$ cat src/rtl/tile_frame_buffer_db_if.sv
// Tile write port of the double-buffered tile map: valid/ready request plus a
// one-cycle error pulse for writes whose coordinates fall outside the map.
interface tile_frame_buffer_db_if;
    logic       wr_valid;
    logic       wr_ready;
    logic [7:0] wr_x;
    logic [7:0] wr_y;
    logic       wr_data;
    logic       wr_err;

    modport master (
        output wr_valid, wr_x, wr_y, wr_data,
        input  wr_ready, wr_err
    );

    modport slave (
        input  wr_valid, wr_x, wr_y, wr_data,
        output wr_ready, wr_err
    );
endinterface

$ cat src/rtl/tile_frame_buffer_db.sv
// Double-buffered tile map: writes/clears go to the back buffer, swaps happen only on
// frame_start, and the front buffer is expanded into a full pixel row for the row driver.
module tile_frame_buffer_db #(
    parameter int COLS         = 14,
    parameter int ROWS         = 8,
    parameter int TILE_W       = 120,
    parameter int TILE_H       = 60,
    parameter int PAD          = 8,
    parameter int ROW_BITS     = 9,
    parameter bit INIT_FILL    = 1'b1,
    parameter bit COPY_ON_SWAP = 1'b1
) (
    input  logic                           clk,
    input  logic                           reset,
    tile_frame_buffer_db_if.slave          wr,
    input  logic                           clear_req,
    input  logic                           clear_val,
    input  logic                           swap_req,
    input  logic                           frame_start,
    output logic                           swap_done,
    output logic                           busy,
    output logic                           front_sel,
    input  logic [ROW_BITS-1:0]            pix_row,
    output logic [2*PAD+COLS*TILE_W-1:0]   row_data
);

    localparam int W  = 2*PAD + COLS*TILE_W;
    localparam int RW = (ROWS > 1) ? $clog2(ROWS) : 1;
    localparam int CW = (COLS > 1) ? $clog2(COLS) : 1;

    typedef enum logic [1:0] {S_IDLE, S_CLEAR, S_COPY} state_t;

    state_t            state_q, state_d;
    logic [RW-1:0]     row_cnt_q, row_cnt_d;
    logic              clear_val_q, clear_val_d;
    logic              front_sel_q, front_sel_d;
    logic              pending_q, pending_d;
    logic              wr_ready_q, wr_ready_d;
    logic              wr_err_q, wr_err_d;
    logic              swap_done_q, swap_done_d;
    logic              busy_q, busy_d;
    logic [W-1:0]      row_data_q, row_data_d;

    // Each buffer row holds one tile per bit, bit c = column c.
    logic [COLS-1:0]   mem_q [0:1][0:ROWS-1];
    logic [COLS-1:0]   mem_d [0:1][0:ROWS-1];

    logic              accept, in_range, fire, back_sel, row_vld;
    logic [RW-1:0]     tile_row;
    logic [COLS-1:0]   sel_row;

    always_comb begin
        state_d     = state_q;
        row_cnt_d   = row_cnt_q;
        clear_val_d = clear_val_q;
        mem_d       = mem_q;

        accept   = wr.wr_valid & wr_ready_q;
        in_range = (wr.wr_x < 8'(COLS)) && (wr.wr_y < 8'(ROWS));
        back_sel = ~front_sel_q;
        fire     = frame_start & (pending_q | swap_req) & (state_q == S_IDLE);

        // The write lands in the pre-swap back buffer, i.e. the new front after a swap.
        if (accept && in_range) begin
            mem_d[back_sel][wr.wr_y[RW-1:0]][wr.wr_x[CW-1:0]] = wr.wr_data;
        end
        wr_err_d    = accept & ~in_range;
        pending_d   = fire ? 1'b0 : (pending_q | swap_req);
        front_sel_d = front_sel_q ^ fire;
        swap_done_d = fire;

        case (state_q)
            S_IDLE: begin
                // A clear overwrites the whole back buffer, so it takes precedence over
                // a copy-on-swap that would start on the same edge.
                if (clear_req) begin
                    state_d     = S_CLEAR;
                    row_cnt_d   = '0;
                    clear_val_d = clear_val;
                end else if (fire && COPY_ON_SWAP) begin
                    state_d   = S_COPY;
                    row_cnt_d = '0;
                end
            end
            S_CLEAR: begin
                mem_d[back_sel][row_cnt_q] = {COLS{clear_val_q}};
                row_cnt_d = row_cnt_q + RW'(1);
                if (row_cnt_q == RW'(ROWS-1)) state_d = S_IDLE;
            end
            S_COPY: begin
                mem_d[back_sel][row_cnt_q] = mem_q[front_sel_q][row_cnt_q];
                row_cnt_d = row_cnt_q + RW'(1);
                if (row_cnt_q == RW'(ROWS-1)) state_d = S_IDLE;
            end
            default: state_d = S_IDLE;
        endcase

        wr_ready_d = (state_d == S_IDLE);
        busy_d     = (state_d != S_IDLE);

        // Display reads the post-edge front buffer so same-edge swaps and writes show at once.
        row_vld  = pix_row < ROW_BITS'(ROWS*TILE_H);
        tile_row = RW'(pix_row / ROW_BITS'(TILE_H));
        sel_row  = row_vld ? mem_d[front_sel_d][tile_row] : '0;
    end

    genvar gi;
    generate
        for (gi = 0; gi < COLS; gi++) begin : g_col
            assign row_data_d[W-1-PAD-gi*TILE_W -: TILE_W] = {TILE_W{sel_row[gi]}};
        end
    endgenerate
    assign row_data_d[W-1 -: PAD] = '0;
    assign row_data_d[PAD-1:0]    = '0;

    always_ff @(posedge clk) begin
        if (reset) begin
            state_q     <= S_IDLE;
            row_cnt_q   <= '0;
            clear_val_q <= 1'b0;
            front_sel_q <= 1'b0;
            pending_q   <= 1'b0;
            wr_ready_q  <= 1'b0;
            wr_err_q    <= 1'b0;
            swap_done_q <= 1'b0;
            busy_q      <= 1'b0;
            row_data_q  <= '0;
            for (int b = 0; b < 2; b++) begin
                for (int r = 0; r < ROWS; r++) begin
                    mem_q[b][r] <= {COLS{INIT_FILL}};
                end
            end
        end else begin
            state_q     <= state_d;
            row_cnt_q   <= row_cnt_d;
            clear_val_q <= clear_val_d;
            front_sel_q <= front_sel_d;
            pending_q   <= pending_d;
            wr_ready_q  <= wr_ready_d;
            wr_err_q    <= wr_err_d;
            swap_done_q <= swap_done_d;
            busy_q      <= busy_d;
            row_data_q  <= row_data_d;
            mem_q       <= mem_d;
        end
    end

    assign wr.wr_ready = wr_ready_q;
    assign wr.wr_err   = wr_err_q;
    assign swap_done   = swap_done_q;
    assign busy        = busy_q;
    assign front_sel   = front_sel_q;
    assign row_data    = row_data_q;

endmodule
$ cat src/flat_wrapper.sv
// flat-port wrapper written by rule: the top's interface ports become plain ports
module tile_frame_buffer_db_flat 
#(
    parameter int COLS         = 14,
    parameter int ROWS         = 8,
    parameter int TILE_W       = 120,
    parameter int TILE_H       = 60,
    parameter int PAD          = 8,
    parameter int ROW_BITS     = 9,
    parameter bit INIT_FILL    = 1'b1,
    parameter bit COPY_ON_SWAP = 1'b1
)
  (clk, reset, clear_req, clear_val, swap_req, frame_start, swap_done, busy, front_sel, pix_row, row_data, wr_wr_valid, wr_wr_x, wr_wr_y, wr_wr_data, wr_wr_ready, wr_wr_err);
  tile_frame_buffer_db_if wr_i ();
  input  logic clk;
  input  logic reset;
  input  logic clear_req;
  input  logic clear_val;
  input  logic swap_req;
  input  logic frame_start;
  output logic swap_done;
  output logic busy;
  output logic front_sel;
  input  logic [ROW_BITS-1:0] pix_row;
  output logic [2*PAD+COLS*TILE_W-1:0] row_data;
  input wire logic [$bits(wr_i.wr_valid)-1:0] wr_wr_valid;
  input wire logic [$bits(wr_i.wr_x)-1:0] wr_wr_x;
  input wire logic [$bits(wr_i.wr_y)-1:0] wr_wr_y;
  input wire logic [$bits(wr_i.wr_data)-1:0] wr_wr_data;
  output wire logic [$bits(wr_i.wr_ready)-1:0] wr_wr_ready;
  output wire logic [$bits(wr_i.wr_err)-1:0] wr_wr_err;
  assign wr_i.wr_valid = wr_wr_valid;
  assign wr_i.wr_x = wr_wr_x;
  assign wr_i.wr_y = wr_wr_y;
  assign wr_i.wr_data = wr_wr_data;
  assign wr_wr_ready = wr_i.wr_ready;
  assign wr_wr_err = wr_i.wr_err;
  tile_frame_buffer_db #(.COLS(COLS), .ROWS(ROWS), .TILE_W(TILE_W), .TILE_H(TILE_H), .PAD(PAD), .ROW_BITS(ROW_BITS), .INIT_FILL(INIT_FILL), .COPY_ON_SWAP(COPY_ON_SWAP)) u_core (.clk(clk), .reset(reset), .wr(wr_i), .clear_req(clear_req), .clear_val(clear_val), .swap_req(swap_req), .frame_start(frame_start), .swap_done(swap_done), .busy(busy), .front_sel(front_sel), .pix_row(pix_row), .row_data(row_data));
endmodule
$ cat config.mk
export PLATFORM = sky130hd
export DESIGN_NAME = tile_frame_buffer_db_flat
export DESIGN_NICKNAME = d
export VERILOG_FILES = /design/src/rtl/tile_frame_buffer_db_if.sv /design/src/rtl/tile_frame_buffer_db.sv /design/src/flat_wrapper.sv
export SDC_FILE = /design/constraint.sdc
export NUM_CORES = 1
export LEC_CHECK = 0
export ABC_AREA = 1
export CAP_MARGIN = 20
export CORE_AREA = 2 2 685 687
export DETAILED_ROUTE_END_ITERATION = 8
export DIE_AREA = 0 0 687 689
export GPL_TIMING_DRIVEN = 0
export MAX_ROUTING_LAYER = met4
export PLACE_DENSITY = 0.3
export SLEW_MARGIN = 40
export SYNTH_ARGS = -nofsm -noshare
export SYNTH_HDL_FRONTEND = slang
export SYNTH_SLANG_ARGS = --single-unit
$ cat constraint.sdc
create_clock -name clk -period 4.56 [get_ports clk]
set_input_delay 0.912 -clock clk [delete_from_list [all_inputs] [get_ports clk]]
set_output_delay 0.912 -clock clk [all_outputs]
set_load 0.1 [all_outputs]
Word-level counts from Yosys, hierarchy flattened
Index checks and enable logic that the tools add are counted.
W data, S select, Z words.
{"block": "totals", "word_cells": 110, "latchBits": 0, "mem_count": 0, "register_bits": 1813, "mem_bits_rw": 0, "input_bits": 33, "out_inout_bits": 1701, "rom_bits": 0}
{"block": "op_classes", "mul": 0, "n_lt_le_gt_ge": 14, "div_mod_pow": 1, "reduce_logical": 14, "bitwise_logic": 14, "n_addsub": 1, "n_shift": 0, "n_eq_ne": 4, "n_mux": 35}
{"cell": "$mux W112", "count": 8}
{"cell": "$bwmux W224", "count": 3}
{"cell": "$pmux W224 S2", "count": 1}
{"cell": "$demux W112 S1", "count": 2}
{"cell": "$mux W224", "count": 1}
{"cell": "$mux W14", "count": 7}
{"cell": "$bmux W14 S3", "count": 2}
{"cell": "$demux W14 S3", "count": 2}
{"cell": "$lt A8 B4 Y1 const B", "count": 2}
{"cell": "$ge A4 B4 Y1 const B", "count": 3}
{"cell": "$not A3 Y4", "count": 3}
{"cell": "$div A9 B6 Y9 const B", "count": 1}
{"cell": "$lt A9 B9 Y1 const B", "count": 1}
{"cell": "$lt A4 B1 Y1 const B", "count": 2}
{"cell": "$ge A2 B2 Y1 const B", "count": 3}
{"cell": "$logic_and A1 B1 Y1", "count": 6}
{"cell": "$mux W2", "count": 3}
{"cell": "$mux W3", "count": 2}
{"cell": "$not A1 Y2", "count": 3}
{"cell": "$pmux W3 S2", "count": 1}
{"cell": "$lt A4 B5 Y1 const B", "count": 1}
{"cell": "$and A1 B1 Y1", "count": 4}
{"cell": "$demux W1 S4", "count": 1}
{"cell": "$ge A4 B1 Y1 const B", "count": 1}
{"cell": "15 further kinds", "count": 20}

Longest topological paths before layout
Gate-level depths: netlist (run 1).
{"block": "logic_depth", "ltp_word": 19, "mapped_depth": 21, "mapped_depth_nobuf": 19}

Worst setup path after synthesis (run 1)
OpenSTA, ideal clock, no wires.
{"block": "synth_path", "path_kind": "register to output", "from": "register u_core.row_data[1087] (netlist name)", "to": "output port row_data[1000]", "n_path_buf": 1, "path_slack_ps": 172, "path_stages_with_launch": 2, "required_ps": 3648, "t_arrival_ps": 3476, "cell_sequence": "dfxtp_1 -> buf_4"}
{"item": "to (decl)", "line": "flat_wrapper.sv:25", "rtl": "output logic [2*PAD+COLS*TILE_W-1:0] row_data;"}

Final worst setup path (run 1)
{"block": "layout_path", "from": "register u_core.front_sel_q (netlist: u_core.front_sel)", "to": "register u_core.row_data_q[1566] (netlist: u_core.row_data[1566])"}
{"block": "layout_via", "elab_chain_cells": 17, "elab_cells_between_ends": 30, "classes_between": "order compare: 2; mux: 22; bitwise: 5; reduce/logical: 1"}
{"item": "from (decl)", "line": "tile_frame_buffer_db.sv:36", "rtl": "logic front_sel_q, front_sel_d;"}
{"item": "from (signal assigned)", "line": "tile_frame_buffer_db.sv:137", "rtl": "front_sel_q <= front_sel_d;"}
{"item": "parallel branches: the longest is 10 deep, another holds $bwmux W224"}
{"item": "$mux W112 (implied by the code) (*) (3 in a row)", "line": "tile_frame_buffer_db.sv:104", "rtl": "sel_row = row_vld ? mem_d[front_sel_d][tile_row] : '0;"}
{"item": "$bmux W14 S3 (*)", "line": "tile_frame_buffer_db.sv:104"}
{"item": "$mux W14 (implied by the code) (*) (2 in a row)", "line": "tile_frame_buffer_db.sv:104"}
{"item": "$mux W14 (*)", "line": "tile_frame_buffer_db.sv:104"}
{"item": "to (signal assigned)", "line": "tile_frame_buffer_db.sv:143", "rtl": "row_data_q <= row_data_d;"}
{"item": "to (decl)", "line": "tile_frame_buffer_db.sv:42", "rtl": "logic [W-1:0] row_data_q, row_data_d;"}
Mark *: on every way between the ends. The select of a mux whose other input is x is not followed.
A chain may end at the register's enable or synchronous reset.

==> flow_metrics.tcl, run 1 <==
set metrics [dict create \
    outcome "finished, violations left" \
    violations "negative setup slack" \
    synthXorXnorAreaFrac 0.000691 \
    clock-root-buffer "clkbuf_16" \
    area_delta_synth_final_pct 53.9 \
    io_buffers 1713 \
    finalSetupViolCount 8 \
    hpwlAfterDp_um 239000 \
    dpl_cell_area_sq_um 53800 \
    ir_worst_vdd_uv 311 \
    clk_pin_slew_ps 60 \
    synth_ff_type "dfxtp_1" \
    clock_path_buffers 3 \
    synth-simple-area-share 0.348 \
    cts_tree "built" \
    core_region_area_sq_um 466000 \
    hold_viol 0 \
    powerDensity_nw_per_um2 727 \
    grt_max_degree 56 \
    place_ws_ps -1220 \
    drc_errors 0 \
    grt_overflow_total 0 \
    ys_warn_count 0 \
    drt_iter0_drc 4930 \
    worst_slew_pin_slew_ps 937 \
    io_pins 1734 \
    synth_compound_area_frac 0.0849 \
    die_h_um 689 \
    total_leakage_power_nw 29.8 \
    period_share 1.04 \
    yosysUniqueCellTypes 46 \
    seq_area_frac_synth 0.138 \
    ant_nets 0 \
    path_max_fanout 11 \
    synth-seq-cells 250 \
    max_freq_mhz 212 \
    hold_path_class "register to register" \
    yosys-top-cells-area "buf_4 (35%), nand2_1 (23%), dfxtp_1 (14%)" \
    avgSynthCellArea_sq_um 5.86 \
    slew_headroom 0.375 \
    gp_congestion 0.999 \
    grt_pass1_vias 40200 \
    grt_pass1_wl_um 392000 \
    cp-start-kind "register" \
    synth_edf_count 0 \
    insertion_delay_ps 710 \
    start_util 0.0777 \
    clkSinkCount 250 \
    slew_viol_final 0 \
    arrival_ps 5260 \
    rsz0062_at_grt "yes" \
    synth_area_leader_cell "buf_4" \
    finalSetupTns_ps -561 \
    antenna_found_initial 29 \
    nets 8046 \
    netlist_area_sq_um 36200 \
    multi_input_area_sq_um 16100 \
    wl_per_cell_um 21.6 \
    synthArstFlopShare 0 \
    cts-hold-fix-buffers 0 \
    synth_top_family_by_area "buffers and inverters" \
    drive_above_1_share 0.489 \
    vias 45600 \
    synth_top_area_frac 0.355 \
    htreeDepth 2 \
    skew_ps 92.2 \
    path_class "register to register" \
    maxCapViolCount 0 \
    dieArea_sq_um 473000 \
    synth.area.mux_share 0 \
    netlist_instances 6184 \
    via_per_inst 3.20 \
    worstSetupEndpointType "register" \
    num_rows 251 \
    total_power_mw 40.5 \
    wirelength_um 308000 \
    fp.dieW_um 687 \
    seqCellArea_sq_um 5060 \
    nFillCells 55300 \
    cts_buffers 44 \
    synthAdderAreaFrac 0.00242 \
    fin_ws_ps -160 \
    required_ps 5100 \
    track_usage 0.125 \
    drtPass1Iterations 7 \
    fin_area_sq_um 55800 \
    period_minus_slack_ps 4720 \
]
flip-flops by register name, summed over array words and instances, names as in the netlist, 2 cells and up:
name / cells
u_core.row_data: 14
u_core.state_q: 2
u_core.row_cnt_q: 3
u_core.mem_q: 224
cells in the mapped netlist, types with 15 or more instances:
library cell,number
nand3b_1,16
nor2_1,203
nand3_1,421
inv_2,16
buf_2,126
clkbuf_1,133
buf_4,1713
buf_6,30
a21oi_1,48
o21ai_0,429
nor3_1,77
dfxtp_1,250
nand2_1,2231
o21ai_1,79
nand4_1,27
inv_1,241
or2_2,22
buf_1,15
worst paths after layout:
path / cells past startpoint / endpoint / slack (ps) / start
worst max-delay path: 20 / u_core.row_data[1566] / -160 / u_core.front_sel
worst min-delay path: 2 / u_core.wr.wr_err / 530 / u_core.wr.wr_ready
worst max register to register: 20 / u_core.row_data[1566] / -160 / u_core.front_sel
worst min register to register: 2 / u_core.wr.wr_err / 530 / u_core.wr.wr_ready
power by group:
part / total, mW / internal [mW] / switching [mW]
Combinational: 33.6 / 6.23 / 27.4
Clock: 3.96 / 2.31 / 1.65
Sequential: 2.97 / 2.52 / 0.454
routing by layer:
metal | wire [um] | track usage | vias to the layer above | share of wire
met3 | 25200 | 0.0255 | 532 | 0.082
met4 | 18000 | 0.0615 | 0 | 0.058
li1 | - | - | 21300 | -
met5 | 0 | - | - | 0
met1 | 122000 | 0.148 | 21200 | 0.40
met2 | 143000 | 0.202 | 2599 | 0.46
area by class of cell:
class / count / area share
diodes: 19 / 0.000853
plain buffers: 2019 / 0.261
clock buffers: 63 / 0.0238
clock inverters: 17 / 0.00462
inverters: 262 / 0.0179
multi-input cells: 3668 / 0.288
flip-flops and latches: 250 / 0.0907
well taps: 6198 / 0.139
repair buffers: 1761 / 0.173
cells by family (layout without fill, tap and decap cells):
logic type                 Yosys count  after routing
adders and majority gates            7              7
and+or+nand+nor                   3058           3058
DFF                                250            250
buffers and inverters             2281           4122
other                                1             35
xor gates and xnor gates             2              2
AOI/OAI and AO/OA                  585            585
layout by cell type (no fill, tap or decap), drive strengths merged, types with 5 or more instances in the layout:
cell           instances
clkbuf               196
inv                  262
o21ai                524
nand3b                16
or2                   22
clkdlybuf4s50         27
nand2               2246
nand4                 29
bufinv                 5
buf                 3619
conb                  16
diode                 19
a21oi                 52
nor2                 233
ha                     7
nand3                433
clkinv                12
dfxtp                250
nor3                  78
per-stage QoR:
step,std cells,utilization,hold slack [ps]
finish,14300,0.120,533
global route,14200,0.120,578
CTS,14200,0.119,542
detailed placement,14200,0.116,493
global placement,14100,0.131,497
floorplan,6199,-,524
worst max-delay path: stages (launching register included):
cell and delay, ps:
dfxtp_1 490, buf_6 250, buf_12 240, buf_6 230, nand2_1 70, nand3_1 170
nand2_1 200, inv_1 210, nand4_4 420, buf_4 490, nand2_1 120, nand2_1 60
nand2_1 100, nand3_1 60, o21ai_1 110, inv_1 90, nand2_1 70, nand3_1 360
nand3_1 390, nand2_1 100, nor2_1 250
repair_timing:
item / in CTS / in global routing
pin swaps: 2 / 3
buffers inserted: 0 / 4
endpoints found under the setup margin: 11 / 13
gates resized for setup: 39 / 30
Power figures use the tool's default switching activity.
==> inputs of run 2 (changes only) <==
Settings changed: GPL_TIMING_DRIVEN 0 to default.
==> flow_metrics.tcl, run 2 (synthesis results as in run 1) <==
set metrics [dict create \
    finalSetupTns_ps 0 \
    hold_ws_ps 522 \
    antenna_found_initial 12 \
    maxCapViolCount 0 \
    cts-hold-fix-buffers 0 \
    skew_ps 34.0 \
    rsz0062_at_grt "no" \
    grt_pass1_vias 31000 \
    slew_viol_final 0 \
    drive_above_1_share 0.341 \
    max_freq_mhz 259 \
    wl_per_cell_um 14.6 \
    required_ps 5090 \
    clk_pin_slew_ps 70 \
    total_power_mw 34.7 \
    post_cts_resized 0 \
    num_rows 251 \
    outcome "completed" \
    via_per_inst 2.83 \
    track_usage 0.0723 \
    nets 6199 \
    grt_overflow_total 0 \
    fin_area_sq_um 43900 \
    cp-start-kind "register" \
    insertion_delay_ps 630 \
    start_util 0.0777 \
    dpl_cell_area_sq_um 42600 \
    worstSetupEndpointType "register" \
    area_delta_synth_final_pct 21.1 \
    die_h_um 689 \
    worst_slew_pin_slew_ps 780 \
    hpwlAfterDp_um 130000 \
    drtPass1Iterations 6 \
    grt_max_degree 121 \
    finalSetupViolCount 0 \
    cts_tree "built" \
    powerDensity_nw_per_um2 792 \
    slew_headroom 0.480 \
    drt_iter0_drc 2325 \
    vias 35100 \
    drc_errors 0 \
    fp.dieW_um 687 \
    hold_path_class "register to register" \
    gp_congestion 0.788 \
    top_register "u_core.mem_q" \
    path_max_fanout 16 \
    hold_viol 0 \
    cp_slowest_cell "dfxtp_1" \
    largest_register_ffs 224 \
    fin_ws_ps 693 \
    cts_setup_buffers 0 \
    io_buffers 1715 \
    clock_path_buffers 3 \
    clkSinkCount 250 \
    path_class "register to register" \
    placed_cells 12300 \
    worstPathCellList "nor2_4 -> nand2_2 -> inv_1 -> nand2_1 -> nand2_1 -> nor2_2 -> nand3_2 -> buf_4 -> nand2_1 -> nand2_1 -> nand2_1 -> nand2_1 -> o21ai_1 -> inv_1 -> nand2_1 -> nand3_1 -> nand3_1 -> nand2_1 -> nor2_1" \
    ant_nets 0 \
    io_pins 1734 \
    total_leakage_power_nw 20.8 \
    finish.utilization 0.0941 \
    slowest_delay_ps 570 \
    cts_buffers 40 \
    period_share 0.848 \
    grt_pass1_wl_um 243000 \
    fin_cells 12400 \
    dieArea_sq_um 473000 \
    wirelength_um 181000 \
    ir_worst_vdd_uv 310 \
    clock-root-buffer "clkbuf_16" \
    htreeDepth 2 \
    arrival_ps 4400 \
    layout_common_cells "nand2_1 (2229), buf_4 (942), buf_2 (923)" \
    crit_top_cell "nand2_1" \
    period_minus_slack_ps 3870 \
    place_ws_ps 426 \
    final_common_cell "nand2_1" \
    core_region_area_sq_um 466000 \
]
run 2: cell types whose count changed in the layout (fill, tap and decap cells not counted), sizes merged:
cell,previous run,this run
buf,3619,1908
clkbuf,196,63
diode,19,3
clkinv,12,6
bufinv,5,0
clkdlybuf4s50,27,29
inv,262,260
clkinvlp,0,1
dlymetal6s2s,1,0
run 2: per-layer routing:
| metal | track usage | part of all wire |
|---|---|---|
| met4 | 0.0170 | 0.024 |
| met3 | 0.00665 | 0.042 |
| met5 | - | 0 |
| met2 | 0.124 | 0.49 |
| met1 | 0.0915 | 0.45 |
run 2: path summary, 6_finish.rpt:
kind	startpoint	slack, ps	depth (start not counted)	to
max	u_core.row_cnt_q[1]	690	19	u_core.row_data[967]
min	u_core.wr.wr_ready	520	2	u_core.wr.wr_err
max reg2reg	u_core.row_cnt_q[1]	690	19	u_core.row_data[967]
min reg2reg	u_core.wr.wr_ready	520	2	u_core.wr.wr_err
run 2: where the power goes:
group / internal, mW / leakage [nW] / total (mW) / switching, mW
Sequential: 2.52 / 2.08 / 2.95 / 0.432
Clock: 1.81 / 0.609 / 3.19 / 1.38
Combinational: 3.81 / 18.1 / 28.6 / 24.8
run 2: layout make-up:
class	instances	area [sq um]
antenna	3	7.51
clock buffer	63	1210
timing repair buffer	1937	12800
tap	6198	7750
multi-input combinational	3668	15900
fill	55300	422000
inverter	262	1010
sequential	250	5070
clock inverter	5	38.8
run 2: critical path: cells and delay by family, from the launching register on:
kind            cells  cell delay, ps
simple gates       15            2230
buf+inv             3             660
compound gates      1             270
flops               1             570
